--- config.mk ---
export PLATFORM = sky130hd
export DESIGN_NAME = golomb_search_controller
export DESIGN_NICKNAME = d
export VERILOG_FILES = /design/src/rtl/golomb_search_controller.sv
export SDC_FILE = /design/constraint.sdc
export NUM_CORES = 1
export LEC_CHECK = 0
export ABC_AREA = 0
export CAP_MARGIN = 5
export CORE_UTILIZATION = 43
export CTS_BUF_LIST = sky130_fd_sc_hd__clkbuf_8
export DETAILED_ROUTE_END_ITERATION = 7
export PLACE_DENSITY = 0.79
export RECOVER_POWER = 50
export SYNTH_ARGS = -nofsm -noshare
export SYNTH_HDL_FRONTEND = slang
export SYNTH_SLANG_ARGS = --single-unit
export TNS_END_PERCENT = 10
--- constraint.sdc ---
create_clock -name clock -period 3.93 [get_ports clock]
set_clock_uncertainty 0.15 [all_clocks]
set_input_delay 0.786 -clock clock [delete_from_list [all_inputs] [get_ports clock]]
set_output_delay 0.786 -clock clock [all_outputs]
set_load 0.03 [all_outputs]
--- src/rtl/golomb_search_controller.sv ---
// rtl/golomb_search_controller.sv - step sequencer for the Golomb ruler mark chain
// Issues one globalready strobe per step, evaluates the nominated level, and tightens limit on each complete ruler.
module golomb_search_controller #(
  parameter int NUMPOSITIONS = 5,
  parameter int VALW         = 9,
  parameter int IDXW         = 3,
  parameter int SETTLE       = 2
) (
  input  logic                           clock,
  input  logic                           reset,
  input  logic                           start,
  input  logic                           abort,
  input  logic [VALW-1:0]                init_limit,
  input  logic                           level_ready,
  input  logic [IDXW-1:0]                next_enabled,
  input  logic [(NUMPOSITIONS+1)*VALW-1:0] marks,
  output logic [IDXW-1:0]                enabled,
  output logic                           globalready,
  output logic [VALW-1:0]                limit,
  output logic                           solution_valid,
  output logic [(NUMPOSITIONS+1)*VALW-1:0] solution_marks,
  output logic [7:0]                     solution_count,
  output logic [31:0]                    step_count,
  output logic                           busy,
  output logic                           done
);

  localparam int MW = (NUMPOSITIONS+1)*VALW;
  localparam logic [IDXW-1:0] LAST_LEVEL = IDXW'(NUMPOSITIONS);
  localparam logic [IDXW-1:0] COMPLETE   = IDXW'(NUMPOSITIONS+1);

  typedef enum logic [2:0] {S_IDLE, S_ISSUE, S_WAIT, S_EVAL, S_DONE} state_t;

  state_t          state_q, state_d;
  logic [IDXW-1:0] enabled_q, enabled_d;
  logic            globalready_q, globalready_d;
  logic [VALW-1:0] limit_q, limit_d;
  logic            solution_valid_q, solution_valid_d;
  logic [MW-1:0]   solution_marks_q, solution_marks_d;
  logic [7:0]      solution_count_q, solution_count_d;
  logic [31:0]     step_count_q, step_count_d;
  logic [2:0]      wait_q, wait_d;

  always_comb begin
    state_d          = state_q;
    enabled_d        = enabled_q;
    limit_d          = limit_q;
    solution_valid_d = 1'b0;
    solution_marks_d = solution_marks_q;
    solution_count_d = solution_count_q;
    step_count_d     = step_count_q;
    wait_d           = wait_q;

    if (abort) begin
      state_d   = S_IDLE;
      enabled_d = '0;
    end else begin
      unique case (state_q)
        S_IDLE, S_DONE: begin
          if (start) begin
            limit_d          = init_limit;
            enabled_d        = IDXW'(1);
            solution_count_d = '0;
            step_count_d     = '0;
            solution_marks_d = '0;
            state_d          = S_ISSUE;
          end
        end
        S_ISSUE: begin
          step_count_d = step_count_q + 32'd1;
          wait_d       = 3'(SETTLE);
          state_d      = S_WAIT;
        end
        S_WAIT: begin
          if (wait_q != 3'd0) wait_d = wait_q - 3'd1;
          // The last settle cycle and any stalled cycles after it may advance.
          if (wait_q <= 3'd1 && level_ready) state_d = S_EVAL;
        end
        S_EVAL: begin
          if (next_enabled == '0 || next_enabled > COMPLETE) begin
            enabled_d = '0;
            state_d   = S_DONE;
          end else if (next_enabled == COMPLETE) begin
            solution_marks_d = marks;
            limit_d          = marks[VALW-1:0];
            solution_valid_d = 1'b1;
            if (solution_count_q != 8'hFF) solution_count_d = solution_count_q + 8'd1;
            enabled_d        = LAST_LEVEL;
            state_d          = S_ISSUE;
          end else begin
            enabled_d = next_enabled;
            state_d   = S_ISSUE;
          end
        end
        default: state_d = S_IDLE;
      endcase
    end

    // Registered strobe: high for exactly the cycle spent in ISSUE.
    globalready_d = (state_d == S_ISSUE);
  end

  always_ff @(posedge clock or posedge reset) begin
    if (reset) begin
      state_q          <= S_IDLE;
      enabled_q        <= '0;
      globalready_q    <= 1'b0;
      limit_q          <= '0;
      solution_valid_q <= 1'b0;
      solution_marks_q <= '0;
      solution_count_q <= '0;
      step_count_q     <= '0;
      wait_q           <= '0;
    end else begin
      state_q          <= state_d;
      enabled_q        <= enabled_d;
      globalready_q    <= globalready_d;
      limit_q          <= limit_d;
      solution_valid_q <= solution_valid_d;
      solution_marks_q <= solution_marks_d;
      solution_count_q <= solution_count_d;
      step_count_q     <= step_count_d;
      wait_q           <= wait_d;
    end
  end

  assign enabled        = enabled_q;
  assign globalready    = globalready_q;
  assign limit          = limit_q;
  assign solution_valid = solution_valid_q;
  assign solution_marks = solution_marks_q;
  assign solution_count = solution_count_q;
  assign step_count     = step_count_q;
  assign busy           = (state_q == S_ISSUE) || (state_q == S_WAIT) || (state_q == S_EVAL);
  assign done           = (state_q == S_DONE);

endmodule

==> results.yml <==
yosys:
  synth-async-reset-ratio_pct: 100
  synth_edf_count: 0
  syn_nets: 643
  synth_top_cell_area_share_pct: 53.5
  yosysTopAreaCell: "dfrtp_1"
  yosysWarnings: 0
  yosysUniqueCellTypes: 51
  synth_area_leaders: "dfrtp_1 53%, nand2_1 9.5%, o21ai_0 6.0%"
  synthFlopType: "dfrtp_1"
  syn_area_per_cell_um2: 9.41
  ys_seq_area_share_pct: 53.5
  ys_seq_elements: 114
  syn_area_um2: 5340
  synthCells: 567
floorplan:
  chipWidth_um: 113
  start_util_pct: 44.2
  num_io_pins: 181
  rows: 40
  die_h_um: 113
  fp.coreArea_um2: 12100
  dieArea_um2: 12900
sta:
  fin_hold_ws_ns: 0.317
  setup_violations: 0
  rsz0062_at_grt: "false"
  finalMaxSlewViolations: 0
  setup_tns_ns: 0
  period_minus_slack_ns: 3.16
  max_slew_margin_pct: 17.9
  finalHoldViolations: 0
  worst_pin_slew_ns: 1.23
  max_freq_mhz: 316
  timing.final.crit_share_pct: 80.5
placement:
  gp_congestion: 0.838
  dp.final_hpwl_um: 10100
  port_buffers: 180
cells_and_area:
  drive_gt1_share_pct: 5.33
  finalNetCount: 814
  num_antenna_cells: 0
  area_growth_pct: 42.5
  utilization_pct: 63.0
clock_network:
  cts_resized: 0
  cts_tree: "yes"
  root_buffer: "clkbuf_8"
  ctsHoldBuffers: 0
  postCtsSetupRepairBufs: 0
  clockBufferDepth: 2
  clk_pin_slew_ns: 0.07
  clock_latency_ns: 0.43
  h-tree-depth: 4
  clock-sinks: 114
  cts_inserted_buffers: 17
route:
  avgViaCountPerCell: 5.37
  vias: 4933
  wl_per_cell_um: 15.9
  first_iter_violations: 332
  drc_errors: 0
  routed_wl_um: 14600
  antenna_left: 0
  drtPass1Iterations: 5
grt:
  grt.total_usage_pct: 23.8
  antenna_found_initial: 0
  grt_max_degree: 110
  grt_pass1_wl_um: 23700
  grt_remaining_overflow: 0
  grt_pass1_vias: 4873
power_and_ir_drop:
  power_density_nw_per_um2: 354
  p_leak_uw: 0.00322
  ir_drop_uv: 240
critical_path:
  crit_arrival_ns: 3.36
  crit_path_max_fanout: 18
  start_kind: "input port"
  critPathCaptureType: "register"
  critPathRequiredTime_ns: 4.12
  path_class: "in2reg"
outcome:
  run_status: "completed"
hold_path:
  hold_path.class: "reg2reg"
run:
  cap_violations: 0
==> synthesized netlist by cell type (all sizes together), types with 8 or more instances <==
cell    instances
a21oi          25
a22o           10
a22oi          11
buf            13
clkbuf         24
dfrtp         114
inv             9
nand2         135
nand2b         10
nand3          11
nor2           13
nor3            9
o21ai          64
o31ai          14
or3             8
or4            15
==> per-stage QoR <==
step                      instances  setup slack [ns]  area, um^2  total power (uW)
final                           919             0.767        7600              2690
after global routing            919             0.651        7600              2820
after CTS                       919             0.854        7630              2740
after detailed placement        887             0.553        7290              1780
after global placement          887             0.580        7290              1760
after floorplan                 567              1.43        5340              1550
==> layout by cell type, fill, tap and decap left out, types with 3 or more instances in the layout <==
master,Yosys,layout
a21oi_1,25,25
and4_1,4,4
clkbuf_1,24,3
nor3_1,9,9
clkdlybuf4s50_1,0,137
buf_4,0,3
ha_1,5,5
clkbuf_8,0,22
nand2b_1,10,10
nand4_1,7,7
inv_1,9,13
and3_1,5,5
nor3b_1,3,3
nor4_2,3,3
xnor2_1,3,3
nor4_1,4,4
nor2b_1,4,4
and2_1,4,3
mux2i_1,7,7
a22o_1,10,10
o31ai_1,14,14
clkinv_2,0,5
dfrtp_1,114,114
a22oi_1,11,11
o21ai_0,64,64
or3_1,8,8
or4_1,15,15
dlygate4sd3_1,0,43
nand3_1,11,11
nand2_1,135,135
nor2_1,13,12
o21a_1,6,6
==> state kept, by name (all words and copies together), names as in the netlist <==
| name | flops |
|---|---|
| limit | 9 |
| wait_q | 3 |
| globalready | 1 |
| solution_marks | 54 |
| step_count | 32 |
| solution_count | 8 |
| enabled | 3 |
| solution_valid | 1 |
| state_q | 3 |
==> critical path, stage by stage <==
cell and delay (ns):
dlygate4sd3_1 0.58, clkbuf_1 0.16, nor3b_1 0.40, o211ai_1 0.59
or4_1 0.68, a21oi_1 0.16
==> routing by layer <==
metal	GRT usage [%]	share of wire [%]
met1	29.4	43
met2	37.3	47
met3	9.09	8.6
met5	0	0
met4	10.1	2.0
==> layout make-up <==
class	instances	area (um^2)
flip-flops and latches	114	2850
inverters	9	35.0
repair buffers	189	1870
multi-input cells	407	2290
clock inverters	10	43.8
well taps	168	210
fillers	1005	4460
clock buffers	22	303
==> cells by family (layout without fill, tap and decap cells) <==
family | after synthesis | count (layout) | share of synthesized area (%)
and+or+nand+nor | 245 | 245 | 22.9
buffers and inverters | 46 | 230 | 3.61
AOI/OAI and AO/OA | 145 | 145 | 16.7
adders and majority gates | 5 | 5 | 1.17
xor gates and xnor gates | 5 | 5 | 0.821
muxes | 7 | 7 | 1.31
DFF | 114 | 114 | 53.5
==> power breakdown <==
part | internal [uW] | total [uW] | switching (uW) | leakage (uW)
clock | 502 | 954 | 452 | 0.000204
sequential | 1230 | 1290 | 55.7 | 0.00156
combinational | 192 | 450 | 258 | 0.00145
total | 1930 | 2690 | 765 | 0.00322
==> worst paths after layout <==
kind	endpoint	slack, ns	depth (start not counted)	from
worst min-delay path	limit[1]$_DFFE_PP0P_	0.32	2	limit[1]$_DFFE_PP0P_
worst max-delay path	step_count[22]$_DFFE_PP0P_	0.77	6	abort
max in group asynchronous	limit[5]$_DFFE_PP0P_	1.28	3	reset
min in group asynchronous	solution_marks[11]$_DFFE_PP0P_	0.74	2	reset
worst max register to register	step_count[15]$_DFFE_PP0P_	1.19	4	state_q[1]$_DFF_PP0_
worst min register to register	limit[1]$_DFFE_PP0P_	0.32	2	limit[1]$_DFFE_PP0P_
Power figures use the tool's default switching activity.
